<file path="config.mk">
export PLATFORM = sky130hd
export DESIGN_NAME = mult_div_seq_flat
export DESIGN_NICKNAME = d
export VERILOG_FILES = /design/src/rtl/mult_div_seq_if.sv /design/src/rtl/mult_div_seq.sv /design/src/flat_wrapper.sv
export SDC_FILE = /design/constraint.sdc
export NUM_CORES = 1
export LEC_CHECK = 0
export CORE_MARGIN = 2
export CORE_UTILIZATION = 25
export CTS_BUF_LIST = sky130_fd_sc_hd__clkbuf_2 sky130_fd_sc_hd__clkbuf_4 sky130_fd_sc_hd__clkbuf_8
export DETAILED_ROUTE_END_ITERATION = 10
export PLACE_DENSITY = 0.37
export SLEW_MARGIN = 10
export SYNTH_ARGS = -nofsm -noshare
export SYNTH_HDL_FRONTEND = slang
export SYNTH_SLANG_ARGS = --single-unit
</file>
<file path="constraint.sdc">
create_clock -name clock -period 7.06 [get_ports clock]
set_clock_uncertainty 0.1 [all_clocks]
set_input_delay 0.706 -clock clock [delete_from_list [all_inputs] [get_ports clock]]
set_output_delay 0.706 -clock clock [all_outputs]
set_load 0.01 [all_outputs]
</file>
<file path="src/rtl/mult_div_seq_if.sv">
// Handshake and result bundle between ctrl_unit (master) and mult_div_seq (slave).
// MULTDIV_MTHILO_EN adds the MTHI/MTLO write port.
interface mult_div_seq_if #(parameter int WIDTH = 32);
  logic             start;
  logic             op;
  logic [WIDTH-1:0] a;
  logic [WIDTH-1:0] b;
  logic             busy;
  logic             done;
  logic             div_zero;
  logic [WIDTH-1:0] hi;
  logic [WIDTH-1:0] lo;
  logic [1:0]       dbg_state;
`ifdef MULTDIV_MTHILO_EN
  logic             wr_hi;
  logic             wr_lo;
  logic [WIDTH-1:0] wr_data;
`endif

  // start is a single-cycle request accepted only while idle; done is a
  // one-cycle pulse and hi/lo/div_zero are valid from that cycle onwards.
  modport master (
    output start, op, a, b,
`ifdef MULTDIV_MTHILO_EN
    output wr_hi, wr_lo, wr_data,
`endif
    input  busy, done, div_zero, hi, lo, dbg_state
  );

  modport slave (
    input  start, op, a, b,
`ifdef MULTDIV_MTHILO_EN
    input  wr_hi, wr_lo, wr_data,
`endif
    output busy, done, div_zero, hi, lo, dbg_state
  );
endinterface

</file>
<file path="src/rtl/mult_div_seq.sv">
// Iterative signed MULT (Booth radix-2) / DIV (restoring) unit owning HI/LO.
// Optional MTHI/MTLO write port enabled by MULTDIV_MTHILO_EN.
module mult_div_seq #(
  parameter int WIDTH = 32
) (
  input logic            clock,
  input logic            reset,
  mult_div_seq_if.slave  bus
);

  localparam int CW = $clog2(WIDTH + 1);
  localparam logic [CW-1:0] LAST = CW'(WIDTH - 1);

  localparam logic [1:0] S_IDLE   = 2'd0;
  localparam logic [1:0] S_RUN    = 2'd1;
  localparam logic [1:0] S_FINISH = 2'd2;

  logic [1:0]       state;
  logic [CW-1:0]    count;
  logic             op_r;
  logic [WIDTH:0]   acc;
  logic [WIDTH-1:0] qr;
  logic             q_1;
  logic [WIDTH:0]   m;
  logic             neg_q;
  logic             neg_r;
  logic             busy_r;
  logic             done_r;
  logic             dz_r;
  logic [WIDTH-1:0] hi_r;
  logic [WIDTH-1:0] lo_r;

  logic             wr_hi_en;
  logic             wr_lo_en;
  logic [WIDTH-1:0] wr_val;

`ifdef MULTDIV_MTHILO_EN
  assign wr_hi_en = bus.wr_hi;
  assign wr_lo_en = bus.wr_lo;
  assign wr_val   = bus.wr_data;
`else
  assign wr_hi_en = 1'b0;
  assign wr_lo_en = 1'b0;
  assign wr_val   = '0;
`endif

  logic [WIDTH-1:0] mag_a;
  logic [WIDTH-1:0] mag_b;
  logic             b_zero;
  logic [WIDTH:0]   sum;
  logic [WIDTH:0]   shifted;
  logic [WIDTH:0]   trial;
  logic [WIDTH:0]   acc_nxt;
  logic [WIDTH-1:0] qr_nxt;
  logic             q1_nxt;
  logic [WIDTH-1:0] q_fix;
  logic [WIDTH-1:0] r_fix;

  always_comb begin
    mag_a   = bus.a[WIDTH-1] ? -bus.a : bus.a;
    mag_b   = bus.b[WIDTH-1] ? -bus.b : bus.b;
    b_zero  = (bus.b == '0);
    sum     = acc;
    shifted = '0;
    trial   = '0;
    acc_nxt = acc;
    qr_nxt  = qr;
    q1_nxt  = q_1;
    if (!op_r) begin
      // Booth step on {acc, qr, q_1}; acc carries one guard bit so that
      // subtracting the most negative multiplicand cannot overflow.
      case ({qr[0], q_1})
        2'b01:   sum = acc + m;
        2'b10:   sum = acc - m;
        default: sum = acc;
      endcase
      {acc_nxt, qr_nxt, q1_nxt} = {sum[WIDTH], sum, qr};
    end else begin
      shifted = {acc[WIDTH-1:0], qr[WIDTH-1]};
      trial   = shifted - m;
      if (!trial[WIDTH]) begin
        acc_nxt = trial;
        qr_nxt  = {qr[WIDTH-2:0], 1'b1};
      end else begin
        acc_nxt = shifted;
        qr_nxt  = {qr[WIDTH-2:0], 1'b0};
      end
    end
    q_fix = neg_q ? -qr : qr;
    r_fix = neg_r ? -acc[WIDTH-1:0] : acc[WIDTH-1:0];
  end

  always_ff @(posedge clock or posedge reset) begin
    if (reset) begin
      state  <= S_IDLE;
      count  <= '0;
      op_r   <= 1'b0;
      acc    <= '0;
      qr     <= '0;
      q_1    <= 1'b0;
      m      <= '0;
      neg_q  <= 1'b0;
      neg_r  <= 1'b0;
      busy_r <= 1'b0;
      done_r <= 1'b0;
      dz_r   <= 1'b0;
      hi_r   <= '0;
      lo_r   <= '0;
    end else begin
      done_r <= 1'b0;
      case (state)
        S_IDLE: begin
          if (bus.start) begin
            op_r   <= bus.op;
            busy_r <= 1'b1;
            count  <= '0;
            dz_r   <= bus.op && b_zero;
            acc    <= '0;
            q_1    <= 1'b0;
            qr     <= bus.op ? mag_a : bus.b;
            m      <= bus.op ? {1'b0, mag_b} : {bus.a[WIDTH-1], bus.a};
            neg_q  <= bus.a[WIDTH-1] ^ bus.b[WIDTH-1];
            neg_r  <= bus.a[WIDTH-1];
            state  <= (bus.op && b_zero) ? S_FINISH : S_RUN;
          end else begin
            if (wr_hi_en) hi_r <= wr_val;
            if (wr_lo_en) lo_r <= wr_val;
          end
        end
        S_RUN: begin
          acc   <= acc_nxt;
          qr    <= qr_nxt;
          q_1   <= q1_nxt;
          count <= count + 1'b1;
          if (count == LAST) state <= S_FINISH;
        end
        S_FINISH: begin
          busy_r <= 1'b0;
          done_r <= 1'b1;
          // A divide-by-zero leaves HI/LO holding their previous contents.
          if (!dz_r) begin
            hi_r <= op_r ? r_fix : acc[WIDTH-1:0];
            lo_r <= op_r ? q_fix : qr;
          end
          state <= S_IDLE;
        end
        default: state <= S_IDLE;
      endcase
    end
  end

  assign bus.busy      = busy_r;
  assign bus.done      = done_r;
  assign bus.div_zero  = dz_r;
  assign bus.hi        = hi_r;
  assign bus.lo        = lo_r;
  assign bus.dbg_state = state;

endmodule

</file>
<file path="src/flat_wrapper.sv">
// flat-port wrapper written by rule: the top's interface ports become plain ports
module mult_div_seq_flat 
#(
  parameter int WIDTH = 32
)
  (clock, reset, bus_start, bus_op, bus_a, bus_b, bus_busy, bus_done, bus_div_zero, bus_hi, bus_lo, bus_dbg_state);
  mult_div_seq_if #(.WIDTH(WIDTH)) bus_i ();
  input logic clock;
  input logic reset;
  input wire logic [$bits(bus_i.start)-1:0] bus_start;
  input wire logic [$bits(bus_i.op)-1:0] bus_op;
  input wire logic [$bits(bus_i.a)-1:0] bus_a;
  input wire logic [$bits(bus_i.b)-1:0] bus_b;
  output wire logic [$bits(bus_i.busy)-1:0] bus_busy;
  output wire logic [$bits(bus_i.done)-1:0] bus_done;
  output wire logic [$bits(bus_i.div_zero)-1:0] bus_div_zero;
  output wire logic [$bits(bus_i.hi)-1:0] bus_hi;
  output wire logic [$bits(bus_i.lo)-1:0] bus_lo;
  output wire logic [$bits(bus_i.dbg_state)-1:0] bus_dbg_state;
  assign bus_i.start = bus_start;
  assign bus_i.op = bus_op;
  assign bus_i.a = bus_a;
  assign bus_i.b = bus_b;
  assign bus_busy = bus_i.busy;
  assign bus_done = bus_i.done;
  assign bus_div_zero = bus_i.div_zero;
  assign bus_hi = bus_i.hi;
  assign bus_lo = bus_i.lo;
  assign bus_dbg_state = bus_i.dbg_state;
  mult_div_seq #(.WIDTH(WIDTH)) u_core (.clock(clock), .reset(reset), .bus(bus_i));
endmodule
</file>
==> impl_results.md, run 1 <==
- Status: completed
- Proportion of layout cells with a drive suffix above 1: under 10%
- Cells after DPL: approximately 2.8k
- Hpwl dp: 43700 µm
- Post-CTS sizing: 0
- CTS H-tree depth: 4
- Postcts setup bufs: 0
- DR vias/cell: 5.01
- F_max: around 0.19 GHz
- Setup crit end kind: register
- Multi-input gate area: 9920 µm²
- Initial cell density of the core: between 20 and 30%
- Tcrit/Tclk final: between 70% and 80%
- Final setup TNS: 0 ps
- DIE HEIGHT: 249 µm
- Cell area power density: approximately 570 nW/µm²
- Max-slew headroom: 38.7%
- DIE AREA: about 62000 µm²
- P_leak: approximately 7 nW
- Num rows: 89
- Switching power total: ~5.4 mW
- Int Power: approximately 4.6 mW
- DR DRC count: 0
- Number of cells produced by synthesis: 1937
- Total nets after synthesis: 2078
- Switching share of power: 53.8%
- Total number of vias: 14.0k
- CP Class: register to register
- GR Util All Layers: between 10% and 20%
- Initial antenna violation count: 3
- Post-synth cell types: 71
- Final Hold Viols: 0
- Syn Area/Cell: 7.76 µm²
- CTS Sinks: between 150 and 200
- RSZ-0062 raised after global routing: false
- Vias in the first global route: 13.8k
- CTS Hold Buffers Added: 0
- Peak VDD IR: ~290 µV
- DR pass1 iterations: 5
- Worst path cell trace: inv_1 > ha_1 > nor3b_1 > nand2_1 > nor3_1 > a31oi_1 > xnor2_1 > ha_1 > o21ai_0 > nor2_1 > or3b_1 > a221o_1 > a2111oi_4 > o31ai_1 > mux2i_1 > o21ai_0 > a221o_1
- GP Congestion: 0.841
- # port buffers: ~140
- Final Max Slew Viols: 0
- TritonCTS Buffers: 17
- Max-Cap Viols: 0
- Clock Latency Late Sink: 580 ps
- Synth async-reset ratio: 100%
- Nets: ~2.1k
- HP Class: register to register
- # fillers: about 6.4k
- Max incr delay on CP: 570 ps
- Hold path depth: 2
- Synth Flop Type: dfrtp_1
- Die width: 249 µm
- Reg area: between 4000 and 5000 µm²
- Layout Cells excl Fill: 2787
- Crit start category: register
- Clk root buf: clkbuf_8
- First-pass GRT wire length: 86700 µm
- Initial DRC count: 1009
- Cell Area, Synth: 15000 µm²
- Gate power share: 72.3%
- CP Max Fanout: 8
- CTS Buffer Depth: 2
- Tmin final: around 5300 ps
- Most frequent cells in the layout: nand2_1 (248), o21ai_0 (229), dfrtp_1 (176)
- Final setup viols: 0
- Seq/Total Area, Yosys: around 30%
- GR Overflow Total: 0
- Core outline area: 59200 µm²
- Worst-path clk slew: 120 ps
- Seq pwr share: 20.0%
- Antenna-violating nets left: 0
- EDFF count, synth: 0
- Critical Path RT: 7420 ps
- Final wirelength: about 57000 µm
- I/O Pins: 137
- Pwr Total: 9.97 mW
- CP max-delay cell: nor3_1
- FF+latch count, synth: 177
- Worst R2R Path Depth: 17
- Slew @ Worst Pin: 909 ps
- Largest net degree at the start of global routing: 121
- Synth Warn #: 0
- Most common cell after layout, fill and taps aside: nand2_1
- Drt wl/cell: 20.4 µm
- Critical Path AT: 5640 ps
- Clk pwr share: 7.7%
- P&R area growth vs syn: 16.8%
- CTS tree: done
logic make-up (layout without fill, tap and decap cells):
| group | after synthesis | after routing | synth area share (%) |
|---|---|---|---|
| buffers and inverters | 188 | 263 | 4.74 |
| AND/OR/NAND/NOR | 606 | 606 | 18.3 |
| adder cells (fa/ha/maj) | 73 | 73 | 6.18 |
| AO/OA/AOI/OAI | 626 | 626 | 25.2 |
| other | 0 | 2 | 0 |
| XOR/XNOR | 204 | 204 | 11.9 |
| flip-flops | 177 | 177 | 29.5 |
| multiplexers | 63 | 63 | 4.24 |
cells in the mapped netlist, types with 5 or more instances:
cell	instances	share of area, %
o221ai_1	12	0.70
mux2_2	5	0.37
xnor2_1	103	6.0
ha_1	71	5.9
o21a_1	12	0.60
a21o_1	27	1.3
clkbuf_1	99	2.5
buf_2	5	0.17
inv_1	69	1.7
dfrtp_1	177	29
nor3_1	30	1.0
and3_1	11	0.46
nor2b_1	12	0.50
nand3b_1	6	0.30
o41ai_1	12	0.70
a22oi_1	16	0.80
a21oi_1	175	5.8
nand2b_1	19	0.79
o31ai_1	36	1.8
nand2_1	249	6.2
o211ai_1	18	0.90
a31oi_1	27	1.1
nor4_1	14	0.58
a211oi_1	7	0.35
and2_1	10	0.42
xor2_1	101	5.9
buf_1	13	0.32
o21bai_1	6	0.30
a41oi_1	5	0.29
mux2i_1	58	3.9
a222oi_1	5	0.33
nand3_1	27	0.90
or2_2	7	0.29
nand4_1	19	0.79
or3_1	11	0.46
o21ai_0	229	7.6
or4_1	6	0.30
nor2_1	169	4.2
power by group through the flow:
stage               Clock, mW  Combinational [mW]  Sequential [mW]
floorplan                   0                5.41             1.72
global placement            0                7.21             2.01
detailed placement          0                7.17             2.02
CTS                     0.806                7.21             2.00
global route            0.840                8.02             2.07
finish                  0.766                7.21             2.00
worst paths after layout:
path,startpoint,endpoint,slack (ps)
max,u_core.m[1]$_DFFE_PP0P_,u_core.acc[32]$_DFFE_PP0P_,1780
min,u_core.bus.hi[21]$_DFFE_PP0P_,u_core.bus.hi[21]$_DFFE_PP0P_,390
max reg2reg,u_core.m[1]$_DFFE_PP0P_,u_core.acc[32]$_DFFE_PP0P_,1780
min reg2reg,u_core.bus.hi[21]$_DFFE_PP0P_,u_core.bus.hi[21]$_DFFE_PP0P_,390
max in group asynchronous,reset,u_core.op_r$_DFFE_PP0P_,4830
min in group asynchronous,reset,u_core.bus.hi[2]$_DFFE_PP0P_,580
metrics by stage:
step / util [%] / hold slack [ps] / instance area (µm²) / worst slack [ps]
global route: 29.6 / 426 / 17600 / 1390
detailed placement: 28.9 / 373 / 17100 / 1800
CTS: 29.6 / 399 / 17600 / 1750
finish: 29.6 / 389 / 17600 / 1780
floorplan: - / 358 / 15000 / 1450
global placement: 28.9 / 365 / 17100 / 1870
sequential cells by signal, summed over array words and instances, names as in the netlist, 2 cells and up:
register,count
u_core.acc,33
u_core.m,33
u_core.bus.hi,32
u_core.bus.lo,32
u_core.qr,32
u_core.count,6
u_core.bus.dbg_state,2
metal layers:
metal,up-vias,global-route usage [%],part of all wire (%)
met1,6669,25.3,49
met2,247,29.8,46
li1,7013,-,-
met4,2,4.80,1.5
met5,-,0,0.023
met3,41,2.78,3.5
layout make-up:
type,count,area share (%)
inverters,71,1.56
well taps,773,5.51
multi-input cells,1572,56.5
diodes,2,0.0285
clock buffers,18,1.38
clock inverters,14,0.948
repair buffers,160,8.82
flip-flops and latches,177,25.2
critical path, delay by kind of cell, from the launching register on:
family / cells / cell delay (ps)
AOI/OAI and AO/OA: 7 / 1760
and+or+nand+nor: 5 / 1710
adders and majority gates: 2 / 600
DFF: 1 / 410
muxes: 1 / 260
buffers and inverters: 1 / 170
xor gates and xnor gates: 1 / 170
(Power assumes the default switching activity.)
==> run 2: changes to the inputs <==
--- a/config.mk
+++ b/config.mk
@@ -9,7 +9,7 @@
 export CORE_UTILIZATION = 25
 export CTS_BUF_LIST = sky130_fd_sc_hd__clkbuf_2 sky130_fd_sc_hd__clkbuf_4 sky130_fd_sc_hd__clkbuf_8
 export DETAILED_ROUTE_END_ITERATION = 10
-export PLACE_DENSITY = 0.37
+export PLACE_DENSITY = 0.39
 export SLEW_MARGIN = 10
 export SYNTH_ARGS = -nofsm -noshare
 export SYNTH_HDL_FRONTEND = slang
==> constraint.sdc (replaced) <==
create_clock -name clock -period 4.8 [get_ports clock]
set_clock_uncertainty 0.1 [all_clocks]
set_input_delay 0.48 -clock clock [delete_from_list [all_inputs] [get_ports clock]]
set_output_delay 0.48 -clock clock [all_outputs]
set_load 0.01 [all_outputs]
==> run 2 against run 1 <==
Against the previous run: utilization rose by 0.45 points; sequential share of layout area fell by 0.38 points; clock power rose by 46%; maximum frequency rose by 17%; critical path type unchanged; critical path depth rose by 2; flip-flop and latch count did not move; total power rose by 50%; global-route usage fell by 0.23 points; cell count rose by 1.1%; first-iteration DRC count fell by 6.0%.
==> impl_results.md, run 2 (synthesized netlist as in run 1, its figures left out) <==
- Status: completed
- Worst R2R End: u_core.acc[32]$_DFFE_PP0P_
- Cell area power density: approximately 840 nW/µm²
- Final wirelength: between 50000 and 60000 µm
- Biggest regs: u_core.acc x33, u_core.m x33
- Reg-to-reg startpoint: u_core.m[1]$_DFFE_PP0P_
- Final Max Slew Viols: 0
- Slew @ Worst Pin: 976 ps
- Critical Path RT: 5160 ps
- CP max-delay cell: dfrtp_1
- Antenna-violating nets left: 0
- Nets: between 2k and 2.5k
- TritonCTS Buffers: 17
- CTS H-tree depth: 4
- Max-Cap Viols: 0
- CP Class: register to register
- Tcrit/Tclk final: 93.9%
- Switching power total: 7.93 mW
- Critical Path AT: 4860 ps
- P_leak: 7.34 nW
- Drt wl/cell: 19.9 µm
- Worst path cell trace: inv_1 > ha_1 > nor3b_1 > buf_4 > nand2_1 > nor3_2 > buf_4 > nor2_1 > xnor2_1 > ha_1 > a211oi_1 > nor2_1 > or3b_1 > a221o_1 > a2111oi_4 > o31ai_1 > mux2i_1 > o21ai_0 > a221o_1
- Peak VDD IR: 444 µV
- Final setup TNS: 0 ps
- CP Max Fanout: 5
- Final Hold Viols: 0
- F_max: about 0.22 GHz
- DR DRC count: 0
- Initial DRC count: 948
- Setup crit end kind: register
- GR Util All Layers: 18.1%
- GR Overflow Total: 0
- Most frequent cells in the layout: nand2_1 (248), o21ai_0 (229), dfrtp_1 (176)
- Initial antenna violation count: 1
- Final setup viols: 0
- FF-to-FF setup slack: about 290 ps
- DIE AREA: 62100 µm²
- P&R area growth vs syn: 18.5%
- GP Congestion: ~0.9
- Int Power: ~7.0 mW
- Buf/Inv on CP: 3
- Worst Setup SP: u_core.m[1]$_DFFE_PP0P_
- Initial cell density of the core: 25.4%
- Max-slew headroom: 34.9%
- I/O Pins: around 140
- Seq pwr share: 19.2%
- Worst R2R Path Depth: 19
- First-pass GRT wire length: between 80000 and 90000 µm
- DIE HEIGHT: between 200 and 250 µm
- # port buffers: 136
- Max incr delay on CP: slightly above 400 ps
- Proportion of layout cells with a drive suffix above 1: 6.11%
- Delay-heaviest family, CP: compound AO/OA/AOI/OAI gates
- # fillers: approximately 6.4k
- Largest net degree at the start of global routing: 110
- Die width: about 250 µm
- Gate power share: 73.3%
- DR vias/cell: 5.04
- Layout Cells excl Fill: approximately 2.8k
- RSZ-0062 raised after global routing: false
- Tmin final: approximately 4500 ps
- Worst-path clk slew: 110 ps
- Num rows: 89
- DR pass1 iterations: 5
- HP Class: input port to asynchronous set/reset pin
- Switching share of power: 53.1%
- Clk root buf: clkbuf_8
- CTS Buffer Depth: 2
- Total number of vias: around 14k
- Cells after DPL: between 2k and 3k
- CTS tree: done
- Hpwl dp: 43800 µm
- Most common cell after layout, fill and taps aside: nand2_1
- Crit start category: register
- CTS Hold Buffers Added: 0
- Clk pwr share: 7.5%
- CTS Sinks: 177
- Vias in the first global route: ~14k
- Core outline area: 59200 µm²
- Clock Latency Late Sink: between 500 and 600 ps
- Diode count: 0
-- run 2: cell type report --
type	instances	area, µm²	area share [%]
multi-input combinational	1572	9930	55.7
sequential	177	4430	24.9
timing repair buffer	193	1820	10.2
tap	773	967	5.43
inverter	71	270	1.52
clock buffer	18	241	1.35
clock inverter	14	164	0.920
-- run 2: worst register-to-register path, stage by stage, from the launching register on --
cell and delay [ps]:
dfrtp_1 410, inv_1 170, ha_1 200, nor3b_1 220, buf_4 170, nand2_1 90
nor3_2 160, buf_4 170, nor2_1 50, xnor2_1 140, ha_1 240, a211oi_1 230
nor2_1 110, or3b_1 360, a221o_1 350, a2111oi_4 350, o31ai_1 160, mux2i_1 290
o21ai_0 130, a221o_1 310
-- run 2: through the flow --
stage	util, %	cell area (µm²)	power [mW]	worst slack [ps]	hold slack, ps
2_1_floorplan	-	15000	10.5	368	358
3_3_place_gp	29.4	17400	13.8	343	365
3_5_place_dp	29.4	17400	13.8	283	370
4_1_cts	30.1	17800	15.0	233	172
5_1_grt	30.1	17800	16.3	15.5	201
6_report	30.1	17800	14.9	295	203
-- run 2: per-layer routing --
layer,vias to the layer above,share of wire [%],track usage [%]
li1,7093,-,-
met1,6754,49,25.5
met2,298,44,28.2
met3,46,4.0,2.84
met4,2,2.2,5.65
met5,-,0.021,0
-- run 2: repair_timing --
action | CTS | global route
hold endpoints to repair | 0 | 0
gates resized for setup | 0 | 1
endpoints found under the setup margin | 0 | 1
buffers inserted | 0 | 0
-- run 2: power groups by stage --
stage | combinational [mW] | clock, mW | sequential [mW]
6_report | 10.9 | 1.12 | 2.86
3_5_place_dp | 10.9 | 0 | 2.89
5_1_grt | 12.2 | 1.23 | 2.96
3_3_place_gp | 10.9 | 0 | 2.88
4_1_cts | 10.9 | 1.18 | 2.86
2_1_floorplan | 7.96 | 0 | 2.54
-- run 2: how the worst max path moves through the flow --
stage | endpoint | slack [ps] | cells past startpoint
2_1_floorplan | u_core.acc[32]$_DFFE_PP0P_ | 370 | 18
4_1_cts | u_core.acc[32]$_DFFE_PP0P_ | 230 | 19
3_5_place_dp | u_core.acc[32]$_DFFE_PP0P_ | 280 | 19
5_1_grt | u_core.acc[28]$_DFFE_PP0P_ | 20 | 18
6_report | u_core.acc[32]$_DFFE_PP0P_ | 290 | 19
3_3_place_gp | u_core.acc[32]$_DFFE_PP0P_ | 340 | 19
==> run 3: changes to the inputs <==
--- a/config.mk
+++ b/config.mk
@@ -9,8 +9,10 @@
 export CORE_UTILIZATION = 25
 export CTS_BUF_LIST = sky130_fd_sc_hd__clkbuf_2 sky130_fd_sc_hd__clkbuf_4 sky130_fd_sc_hd__clkbuf_8
 export DETAILED_ROUTE_END_ITERATION = 10
+export GPL_ROUTABILITY_DRIVEN = 0
 export PLACE_DENSITY = 0.39
 export SLEW_MARGIN = 10
 export SYNTH_ARGS = -nofsm -noshare
 export SYNTH_HDL_FRONTEND = slang
 export SYNTH_SLANG_ARGS = --single-unit
+export TNS_END_PERCENT = 50
==> run 3 against run 2 <==
Against the previous run: first-iteration DRC count fell by 8.3%; sequential power barely moved; via count rose by 1.5%; maximum frequency rose by 2.3%; sequential share of layout area barely moved; utilization barely moved; clock power barely moved; global-route usage barely moved; hold slack improved by 67 ps; die area did not move; critical path type unchanged; largest cell class unchanged; highest routed layer unchanged.
==> impl_results.md, run 3 (synthesized netlist as in run 1, its figures left out) <==
- Reg area: 4430 µm²
- Slew @ Worst Pin: 1040 ps
- Vias in the first global route: approximately 14k
- CP Max Fanout: 7
- Max-Cap Viols: 0
- CTS Sinks: ~180
- Final setup viols: 0
- DR pass1 iterations: 5
- Initial cell density of the core: between 20% and 30%
- DIE AREA: 62100 µm²
- Largest net degree at the start of global routing: 72
- I/O Pins: 137
- Clk root buf: clkbuf_8
- Cell area power density: 834 nW/µm²
- TritonCTS Buffers: 17
- CTS Buffer Depth: 2
- Multi-input gate area: 9930 µm²
- Final setup TNS: 0 ps
- Proportion of layout cells with a drive suffix above 1: 6.16%
- GR Overflow Total: 0
- Drt wl/cell: approximately 20 µm
- Max incr delay on CP: 410 ps
- DIE HEIGHT: 249 µm
- Tcrit/Tclk final: 91.7%
- Biggest regs: u_core.acc x33, u_core.m x33
- Crit start category: register
- HP Class: input port to asynchronous set/reset pin
- Max-slew headroom: 30.7%
- First-pass GRT wire length: about 86000 µm
- Pwr Total: 14.9 mW
- Tmin final: 4400 ps
- Total number of vias: 14.4k
- P&R area growth vs syn: 18.5%
- GR Util All Layers: 18.0%
- DR vias/cell: 5.11
- Antenna-violating nets left: 0
- Die width: 249 µm
- Postcts setup bufs: 0
- Worst path cell trace: inv_1 > ha_1 > nor3b_2 > buf_4 > nand2_1 > nor3_2 > a31oi_1 > xnor2_1 > ha_1 > a211oi_1 > nor2_1 > or3b_1 > a221o_1 > a2111oi_4 > o31ai_1 > mux2i_1 > o21ai_0 > a221o_1
- F_max: 0.227 GHz
- RSZ-0062 raised after global routing: false
- # port buffers: approximately 140
- Clock Latency Late Sink: around 590 ps
- Nets: 2173
- Initial DRC count: 869
- Critical Path AT: 4760 ps
- Worst R2R Path Depth: 18
- Hpwl dp: 43500 µm
- CTS H-tree depth: 4
- P_leak: 7.33 nW
- Final wirelength: 55900 µm
- Final Max Slew Viols: 0
- Initial antenna violation count: 2
- Core outline area: around 59000 µm²
- CP Class: register to register
- Num rows: between 80 and 90
- Status: completed
- Setup crit end kind: register
- Critical Path RT: 5160 ps
- Final Hold Viols: 0
- CTS tree: done
- Worst-path clk slew: 110 ps
- Peak VDD IR: ~330 µV
- Most common cell after layout, fill and taps aside: nand2_1
- DR DRC count: 0
- FF-to-FF setup slack: approximately 400 ps
- Most frequent cells in the layout: nand2_1 (248), o21ai_0 (229), dfrtp_1 (176)
- CP max-delay cell: dfrtp_1
- # fillers: 6443
## run 3: stage by stage
| stage | instance area (µm²) | utilization (%) | std cells | hold slack (ps) | setup WS, ps |
|---|---|---|---|---|---|
| finish | 17800 | 30.1 | 2819 | 270 | 397 |
| CTS | 17800 | 30.1 | 2818 | 255 | 321 |
| floorplan | 15000 | - | 1937 | 358 | 368 |
| detailed placement | 17400 | 29.4 | 2786 | 373 | 372 |
| global route | 17800 | 30.1 | 2818 | 294 | 102 |
| global placement | 17400 | 29.4 | 2786 | 368 | 311 |
## run 3: where the power goes
| part | switching [mW] | total, mW | internal, mW |
|---|---|---|---|
| logic | 6.32 | 10.9 | 4.58 |
| clock network | 0.702 | 1.09 | 0.391 |
| registers | 0.849 | 2.86 | 2.01 |
| total | 7.87 | 14.9 | 6.98 |
## run 3: worst max-delay path: cells and delay by family, from the launching register on
family / cells / cell delay, ps
compound gates: 7 / 1700
xor+xnor: 1 / 150
fa+ha+maj: 2 / 470
buf+inv: 2 / 310
flops: 1 / 410
mux: 1 / 260
simple gates: 5 / 890
## run 3: per-layer routing
metal	part of all wire [%]	track usage (%)	routed length, µm
met4	2.6	6.45	1460
met3	5.1	3.54	2870
met1	48	25.1	26800
met5	0.052	0	29
met2	44	27.6	24700
## run 3: cell type report
cell class              instances  share of cell area (%)
inverters                      71                    1.52
flip-flops and latches        177                    24.9
clock buffers                  18                    1.36
diodes                          1                  0.0140
well taps                     773                    5.43
clock inverters                14                   0.779
multi-input cells            1572                    55.7
repair buffers                193                    10.3
## run 3: path summary, 6_finish.rpt
check | from | endpoint
worst max register to register | u_core.m[1]$_DFFE_PP0P_ | u_core.acc[32]$_DFFE_PP0P_
worst min register to register | u_core.bus.hi[20]$_DFFE_PP0P_ | u_core.bus.hi[20]$_DFFE_PP0P_
max in group asynchronous | reset | u_core.bus.lo[15]$_DFFE_PP0P_
min in group clock | u_core.bus.hi[20]$_DFFE_PP0P_ | u_core.bus.hi[20]$_DFFE_PP0P_
worst max-delay path | u_core.m[1]$_DFFE_PP0P_ | u_core.acc[32]$_DFFE_PP0P_
worst min-delay path | reset | u_core.bus.hi[1]$_DFFE_PP0P_
## run 3: timing repair
item | CTS | global route
resized for setup | 0 | 3
setup endpoints to repair | 0 | 2
hold buffers | 0 | 0
